`src/rtl/prog_sequencer.sv`:
```
// prog_sequencer: fetches instructions (plus an immediate for mvi) from program memory and hands them to a processor
module prog_sequencer #(
    parameter int ADDR_W = 8,
    parameter int WD_MAX = 15
) (
    input  logic              clock,
    input  logic              reset,
    input  logic              start,
    input  logic [ADDR_W-1:0] start_addr,
    input  logic              stop,
    output logic              mem_rd,
    output logic [ADDR_W-1:0] mem_addr,
    input  logic [15:0]       mem_rdata,
    output logic [15:0]       cpu_din,
    output logic              cpu_run,
    input  logic              cpu_done,
    output logic              busy,
    output logic              halted,
    output logic              error,
    output logic [ADDR_W-1:0] pc,
    output logic [15:0]       instr_count
);
    localparam int WD_W = $clog2(WD_MAX + 1);

    typedef enum logic [2:0] {IDLE, FETCH_I, LOAD_I, FETCH_D, LOAD_D, ISSUE, EXEC, HALT} state_t;

    state_t          state, state_n;
    logic [15:0]     instr_reg, imm_reg;
    logic [WD_W-1:0] wd;
    logic            stop_q, is_mvi, idle_like, stop_req, wd_expire;

    assign is_mvi    = instr_reg[8:6] == 3'b001;
    assign idle_like = state == IDLE || state == HALT;
    assign stop_req  = stop || stop_q;
    // last permitted EXEC cycle: a missing cpu_done here ends in HALT
    assign wd_expire = wd == WD_W'(WD_MAX - 1);
    assign mem_addr  = pc;

    // state register
    always_ff @(posedge clock) begin
        state <= reset ? IDLE : state_n;
    end

    // next-state selection
    always_comb begin
        state_n = state;
        case (state)
            IDLE, HALT: state_n = start ? FETCH_I : state;
            FETCH_I:    state_n = LOAD_I;
            LOAD_I:     state_n = mem_rdata[15:9] == 7'h7F ? HALT :
                                  mem_rdata[8:6] == 3'b001 ? FETCH_D : ISSUE;
            FETCH_D:    state_n = LOAD_D;
            LOAD_D:     state_n = ISSUE;
            ISSUE:      state_n = EXEC;
            EXEC:       state_n = cpu_done ? (stop_req ? IDLE : FETCH_I) :
                                  wd_expire ? HALT : EXEC;
            default:    state_n = IDLE;
        endcase
    end

    // state-decoded outputs, forced quiet while reset is asserted
    always_comb begin
        mem_rd  = 1'b0;
        cpu_run = 1'b0;
        cpu_din = 16'h0000;
        busy    = !reset && !idle_like;
        halted  = !reset && state == HALT;
        if (!reset) begin
            mem_rd  = state == FETCH_I || state == FETCH_D;
            cpu_run = state == ISSUE;
            cpu_din = state == ISSUE ? instr_reg :
                      state == EXEC  ? (is_mvi ? imm_reg : instr_reg) : 16'h0000;
        end
    end

    // program counter, instruction/immediate latches, counters and stop latch
    always_ff @(posedge clock) begin
        if (reset) begin
            pc          <= '0;
            instr_reg   <= 16'h0000;
            imm_reg     <= 16'h0000;
            instr_count <= 16'h0000;
            error       <= 1'b0;
            stop_q      <= 1'b0;
            wd          <= '0;
        end else begin
            case (state)
                IDLE, HALT: if (start) begin
                    pc          <= start_addr;
                    error       <= 1'b0;
                    instr_count <= 16'h0000;
                end
                LOAD_I: begin
                    instr_reg <= mem_rdata;
                    pc        <= pc + 1'b1;
                end
                LOAD_D: begin
                    imm_reg <= mem_rdata;
                    pc      <= pc + 1'b1;
                end
                ISSUE: wd <= '0;
                EXEC: begin
                    if (cpu_done)
                        instr_count <= instr_count == 16'hFFFF ? instr_count : instr_count + 16'd1;
                    else if (wd_expire)
                        error <= 1'b1;
                    else
                        wd <= wd + 1'b1;
                end
                default: ;
            endcase
            stop_q <= (state_n == IDLE || state_n == HALT) ? 1'b0 : (!idle_like && stop_req);
        end
    end
endmodule
```
`config.mk`:
```
export PLATFORM = sky130hd
export DESIGN_NAME = prog_sequencer
export DESIGN_NICKNAME = d
export VERILOG_FILES = /design/src/rtl/prog_sequencer.sv
export SDC_FILE = /design/constraint.sdc
export NUM_CORES = 1
export LEC_CHECK = 0
export CAP_MARGIN = 20
export CELL_PAD_IN_SITES_DETAIL_PLACEMENT = 1
export CELL_PAD_IN_SITES_GLOBAL_PLACEMENT = 1
export CORE_MARGIN = 8
export CORE_UTILIZATION = 32
export DETAILED_ROUTE_END_ITERATION = 8
export PLACE_DENSITY = 0.84
export SETUP_SLACK_MARGIN = 0.5
export SYNTH_ARGS = -nofsm -noshare
export SYNTH_HDL_FRONTEND = slang
export SYNTH_SLANG_ARGS = --single-unit
export TNS_END_PERCENT = 20
```
`constraint.sdc`:
```
create_clock -name clock -period 1.8 [get_ports clock]
set_input_delay 0.18 -clock clock [delete_from_list [all_inputs] [get_ports clock]]
set_output_delay 0.18 -clock clock [all_outputs]
set_load 0.01 [all_outputs]
```
==> impl_metrics.json, run 1 <==
{
  "drive_gt1_share_pct": 34.1,
  "cts_buffers": 9,
  "cp-start-kind": "register",
  "antenna_cells": 0,
  "wl_per_cell_um": 20.1,
  "dr.pass1.iters": 6,
  "io_pins": 82,
  "critPathMaxFanout": 7,
  "finish.instance_area_um2": 5210,
  "fin_skew_ns": 0.0123,
  "synth_ff_type": "dfxtp_1",
  "crit_type": "register to output pin",
  "vdd_ir_drop_max_mv": 0.569,
  "fin_setup_tns_ns": -1.59,
  "syn_inst": 417,
  "portBuffers": 81,
  "htree_levels": 3,
  "post-route-period-util_pct": 107,
  "start_util_pct": 32.4,
  "min_path_type": "input pin to register",
  "clockBufferDepth": 2,
  "crit_slowest_cell": "dfxtp_2",
  "preCtsSetupSlack_ns": -0.244,
  "setup_violations": 17,
  "reg2reg_slack_ns": -0.11,
  "grt_pass1_vias": 4025,
  "synth_edf_count": 0,
  "core-area_um2": 10100,
  "synth_fp_nets": 450,
  "synthArstFlopShare_pct": 0,
  "ys_types": 55,
  "synth_area_per_cell_um2": 7.89,
  "cts-root-buf": "clkbuf_8",
  "clock_latency_ns": 0.35,
  "worst_slack_ns": -0.124,
  "drt-total-wl_um": 13800,
  "cts.clk_slew.worst_paths_ns": 0.08,
  "grt_max_degree": 38,
  "end_kind": "output pin",
  "die_area_um2": 13800,
  "arrival_ns": 1.74,
  "vias": 3721,
  "cts_sinks": 65,
  "die_x_um": 117,
  "worst_pin_slew_ns": 0.472,
  "drc_errors": 0,
  "drv_cap": 0,
  "dpl_cell_area_um2": 4550,
  "ant_nets": 0,
  "grt-ovfl-total": 0,
  "vias_per_cell": 5.41,
  "antenna_found_initial": 0,
  "die_h_um": 117,
  "gp_congestion": 0.763,
  "max_stage_delay_ns": 0.34,
  "relSlewSlack_pct": 68.3,
  "fmax_mhz": 520,
  "status": "finished, violations left",
  "leakage_nw": 2.11,
  "synthToLayoutAreaGrowth_pct": 58.5,
  "syn-cell-area_um2": 3290,
  "drtIter0Drc": 196,
  "cp.required_ns": 1.62,
  "placementRows": 37,
  "place_hpwl_um": 8600,
  "grt_use_total_pct": 18.5,
  "finalCriticalPeriod_ns": 1.92,
  "ys_warn_count": 0,
  "finalHoldViolCount": 0,
  "nFillCells": 1192,
  "violations": "negative setup slack",
  "final_max_slew_viol_count": 0,
  "synth_seq_cells": 65,
  "grt_pass1_wl_um": 21100,
  "path_cells": "nor3b_2 > buf_4 > nor2b_4 > clkbuf_16 > a22oi_1 > nor2_1 > buf_2",
  "fin_nets": 580,
  "powerDensity_nw_per_um2": 858,
  "ys_seq_area_share_pct": 39.6,
  "cts_tree": "done",
  "grt_setup_unrepaired": "true"
}
## cells by family after synthesis
group,count (synthesis),share of synthesized area [%]
compound gates,99,18.9
xor+xnor,10,2.66
fa+ha+maj,4,1.52
buf+inv,36,6.13
flops,65,39.6
mux,6,1.86
simple gates,197,29.4
## synth_stat cells (all sizes together) (2+ instances only)
cell type	n	share of area (%)
nand2	83	9.5
dfxtp	65	40
nor2	45	5.1
a21oi	44	6.7
buf	18	4.1
o21ai	15	2.3
a22oi	14	3.2
clkbuf	13	1.5
nand3	9	1.4
nand4	9	1.7
nor3	9	1.7
and3	8	1.5
xnor2	7	1.9
nor3b	6	1.8
or3	6	1.1
a211oi	5	1.1
inv	5	0.57
mux2i	5	1.5
a31oi	4	0.76
ha	4	1.5
nor4	4	0.95
and2	3	0.57
nand2b	3	0.57
nand3b	3	0.68
or3b	3	0.80
xor2	3	0.80
a2111oi	2	1.1
a2bb2oi	2	0.53
nor2b	2	0.38
o21bai	2	0.46
## critical path: cells and delay by family (launching register included)
family | cells | cell delay [ns]
buf+inv | 3 | 0.47
compound gates | 1 | 0.09
simple gates | 3 | 0.50
flops | 1 | 0.34
## repair_timing
action	in CTS	in global routing
pin swaps	27	34
endpoints found under the setup margin	118	85
buffers inserted	10	6
hold buffers	0	0
gates cloned	1	1
resized for setup	179	31
## placed cells by master (no fill, tap or decap), types with 4 or more instances in the layout
cell / Yosys / final
nor3b_2: 3 / 4
o21ai_0: 13 / 10
dfxtp_2: 0 / 19
nor3_1: 8 / 4
a22oi_1: 14 / 5
buf_6: 1 / 12
and3_1: 8 / 5
buf_4: 9 / 51
a21oi_2: 0 / 5
clkdlybuf4s50_1: 0 / 27
or3_1: 6 / 6
buf_12: 1 / 4
inv_1: 5 / 4
a21oi_1: 44 / 39
dfxtp_1: 65 / 42
mux2i_1: 5 / 5
nand2_1: 83 / 80
nor2_1: 45 / 44
nand3_1: 9 / 7
dlygate4sd2_1: 0 / 33
a22oi_2: 0 / 9
dfxtp_4: 0 / 4
clkbuf_8: 0 / 9
xnor2_1: 7 / 7
nand4_1: 9 / 9
buf_2: 7 / 19
nor3_2: 0 / 4
## power by group
group	switching (W)	internal, W	total [W]
sequential	0.0000955	0.00154	0.00163
clock	0.000659	0.000936	0.00159
combinational	0.000664	0.000580	0.00124
total	0.00142	0.00305	0.00447
## per-layer routing
| layer | part of all wire, % | wire length, um | vias to the layer above | track usage, % |
|---|---|---|---|---|
| met2 | 55 | 7570 | 90 | 34.9 |
| met4 | 2.7 | 370 | 0 | 7.14 |
| li1 | - | - | 1718 | - |
| met1 | 39 | 5370 | 1879 | 19.6 |
| met5 | 0 | 0 | - | 0 |
| met3 | 3.8 | 529 | 34 | 3.84 |
## worst paths after layout
kind	from	depth (start not counted)	end
max	instr_reg[6]	7	cpu_din[4]
min reg2reg	instr_reg[2]	2	instr_reg[2]
min	reset	2	instr_reg[8]
max reg2reg	state[2]	7	stop_q
## through the flow
stage               hold WS, ns  cells  utilization, %  total power, W
finish                    0.263    688            51.4         0.00447
global route              0.246    688            51.4         0.00466
CTS                       0.212    681            49.3         0.00437
detailed placement        0.448    654            44.9         0.00272
global placement          0.442    654            44.9         0.00268
floorplan                 0.316    417               -         0.00223
## cell type report
| cell class | count | area, um2 | area share [%] |
|---|---|---|---|
| Tap cell | 136 | 170 | 3.27 |
| Multi-Input combinational cell | 316 | 2110 | 40.5 |
| Sequential cell | 65 | 1340 | 25.7 |
| Timing Repair Buffer | 150 | 1320 | 25.4 |
| Inverter | 5 | 21.3 | 0.408 |
| Clock inverter | 7 | 125 | 2.40 |
| Clock buffer | 9 | 124 | 2.38 |
(Power assumes the default switching activity.)
==> run 2: changes to the inputs <==
--- a/config.mk
+++ b/config.mk
@@ -11,7 +11,9 @@
 export CORE_MARGIN = 8
 export CORE_UTILIZATION = 32
 export DETAILED_ROUTE_END_ITERATION = 8
+export GPL_TIMING_DRIVEN = 0
 export PLACE_DENSITY = 0.84
+export RECOVER_POWER = 50
 export SETUP_SLACK_MARGIN = 0.5
 export SYNTH_ARGS = -nofsm -noshare
 export SYNTH_HDL_FRONTEND = slang
==> run 2 against run 1 <==
The run still ends with negative setup slack left. Non-clock buffer count increased by 3. Clock power decreased by 25%. Sequential cell count unchanged. Worst hold slack improved by 0.016 ns. Critical path type is now register to register. First-iteration DRC count increased by 47%. Sequential power about the same. Critical path depth increased by 1. Count of clock-buffer cells in the layout unchanged. Wire length increased by 15%. Die area unchanged.
==> impl_metrics.json, run 2 (same netlist as run 1, synthesis figures left out) <==
{
  "status": "finished, violations left",
  "violations": "negative setup slack",
  "fin_nets": 583,
  "top_layer": "met4",
  "worst_slack_ns": -0.228,
  "wl_per_cell_um": 22.9,
  "powerDensity_nw_per_um2": 802,
  "placementRows": 37,
  "drc_errors": 0,
  "gp_congestion": 0.789,
  "grt_max_degree": 13,
  "core-area_um2": 10100,
  "grt-ovfl-total": 0,
  "antenna_found_initial": 0,
  "leakage_nw": 2.17,
  "cp-start-kind": "register",
  "grt_use_total_pct": 19.1,
  "critPathMaxFanout": 8,
  "cts-root-buf": "clkbuf_8",
  "grt_pass1_vias": 4059,
  "path_cells": "buf_6 > buf_4 > buf_6 > nor3_4 > o2111ai_1 > o31a_1 > or4_1 > a21oi_1",
  "dr_wl_met2_um": 8150,
  "clockBufferDepth": 2,
  "power_frac_comb_pct": 34.3,
  "arrival_ns": 2.33,
  "preCtsSetupSlack_ns": -0.574,
  "layout_commonest_cell": "nand2_1",
  "die_x_um": 117,
  "final_core_util_pct": 53.1,
  "fin_cells": 691,
  "cp.required_ns": 2.11,
  "post-route-period-util_pct": 113,
  "seqPwrFrac_pct": 38.2,
  "min_path_type": "input pin to register",
  "final_max_slew_viol_count": 0,
  "antenna_cells": 0,
  "start_util_pct": 32.4,
  "place_hpwl_um": 8100,
  "pwr-share-clk_pct": 27.5,
  "grt_setup_unrepaired": "true",
  "worst_pin_slew_ns": 0.868,
  "crit_slowest_cell": "or4_1",
  "ant_nets": 0,
  "switchingPower_w": 0.00160,
  "finalCriticalPeriod_ns": 2.03,
  "dp.cells": 633,
  "crit_buf_inv": 3,
  "clock_latency_ns": 0.37,
  "grt_pass1_wl_um": 21400,
  "wl_met1_um": 6400,
  "dr.pass1.iters": 4,
  "cts.clk_slew.worst_paths_ns": 0.09,
  "synthToLayoutAreaGrowth_pct": 63.6,
  "max_stage_delay_ns": 0.43,
  "setup_violations": 32,
  "cts_sinks": 65,
  "vdd_ir_drop_max_mv": 0.357,
  "crit_type": "register to register",
  "drt-total-wl_um": 15800,
  "portBuffers": 80,
  "die_area_um2": 13800,
  "internal_power_w": 0.00272,
  "reg2reg_slack_ns": -0.23,
  "netSwitchingFraction_pct": 37.0,
  "drive_gt1_share_pct": 44.5,
  "finalHoldViolCount": 0,
  "cts_buffers": 9,
  "end_kind": "register",
  "most-common-layout-cells": "56 x nand2_1, 47 x buf_4, 44 x dfxtp_1",
  "drv_cap": 0,
  "htree_levels": 3,
  "vias": 3864,
  "cts-hold-fix-buffers": 0,
  "wl_met3_um": 689,
  "cts_tree": "done",
  "io_pins": 82,
  "vias_per_cell": 5.59,
  "critical_path.top_delay_family": "simple AND/OR/NAND/NOR gates",
  "fmax_mhz": 493,
  "fin_skew_ns": 0.0206,
  "drtIter0Drc": 288,
  "die_h_um": 117,
  "relSlewSlack_pct": 42.1,
  "crit_top_cell": "buf_6"
}
==> run 2: repair_timing <==
item                       CTS  global route
buffers inserted            27            14
setup endpoints to repair  118            89
cloned                       1             0
pin swaps                   57            62
resized for setup          219           104
==> run 2: routing by layer <==
layer | vias up | global-route usage (%)
li1 | 1728 | -
met1 | 1939 | 21.0
met2 | 144 | 34.1
met3 | 53 | 4.03
met4 | 0 | 9.49
met5 | - | 0
==> run 2: per-stage QoR <==
| stage | total power, W | area (um2) | hold slack (ns) | TNS, ns |
|---|---|---|---|---|
| after floorplan | 0.00223 | 3350 | 0.316 | 0 |
| after global placement | 0.00260 | 4320 | 0.442 | -11.34 |
| after CTS | 0.00394 | 4900 | 0.255 | -1.60 |
| final | 0.00431 | 5380 | 0.280 | -4.02 |
| after detailed placement | 0.00263 | 4320 | 0.450 | -12.96 |
| after global routing | 0.00447 | 5380 | 0.271 | -6.28 |
==> run 2: layout make-up <==
class	instances	area (um2)
Tap cell	136	170
Buffer	31	287
Multi-Input combinational cell	316	2350
Sequential cell	65	1350
Clock buffer	9	124
Fill cell	1155	4760
Clock inverter	7	46.3
Inverter	5	18.8
Timing Repair Buffer	122	1040
==> run 2: final timing paths <==
check / startpoint / endpoint / cells after the start
worst min-delay path: reset / instr_count[6] / 3
worst max register to register: state[2] / instr_count[15] / 8
worst min register to register: error / error / 2
worst max-delay path: state[2] / instr_count[15] / 8
==> run 2: worst reg2reg max path: cells and delay by family (launching register included) <==
kind / cells / cell delay, ns
compound gates: 3 / 0.56
buf+inv: 3 / 0.36
flops: 1 / 0.33
simple gates: 2 / 0.71
==> run 2: power groups by stage <==
stage          registers [W]  logic [W]  clock network [W]
6_report             0.00165    0.00148            0.00119
5_1_grt              0.00166    0.00155            0.00126
4_1_cts              0.00164    0.00116            0.00113
3_5_place_dp         0.00166   0.000970                  0
3_3_place_gp         0.00165   0.000946                  0
2_1_floorplan        0.00165   0.000583                  0
==> run 3: changes to the inputs <==
--- a/config.mk
+++ b/config.mk
@@ -10,6 +10,7 @@
 export CELL_PAD_IN_SITES_GLOBAL_PLACEMENT = 1
 export CORE_MARGIN = 8
 export CORE_UTILIZATION = 32
+export CTS_CLUSTER_DIAMETER = 30
 export DETAILED_ROUTE_END_ITERATION = 8
 export GPL_TIMING_DRIVEN = 0
 export PLACE_DENSITY = 0.84
==> results of run 3 <==
Final layout, timing and power as in run 2 (identical DEF).
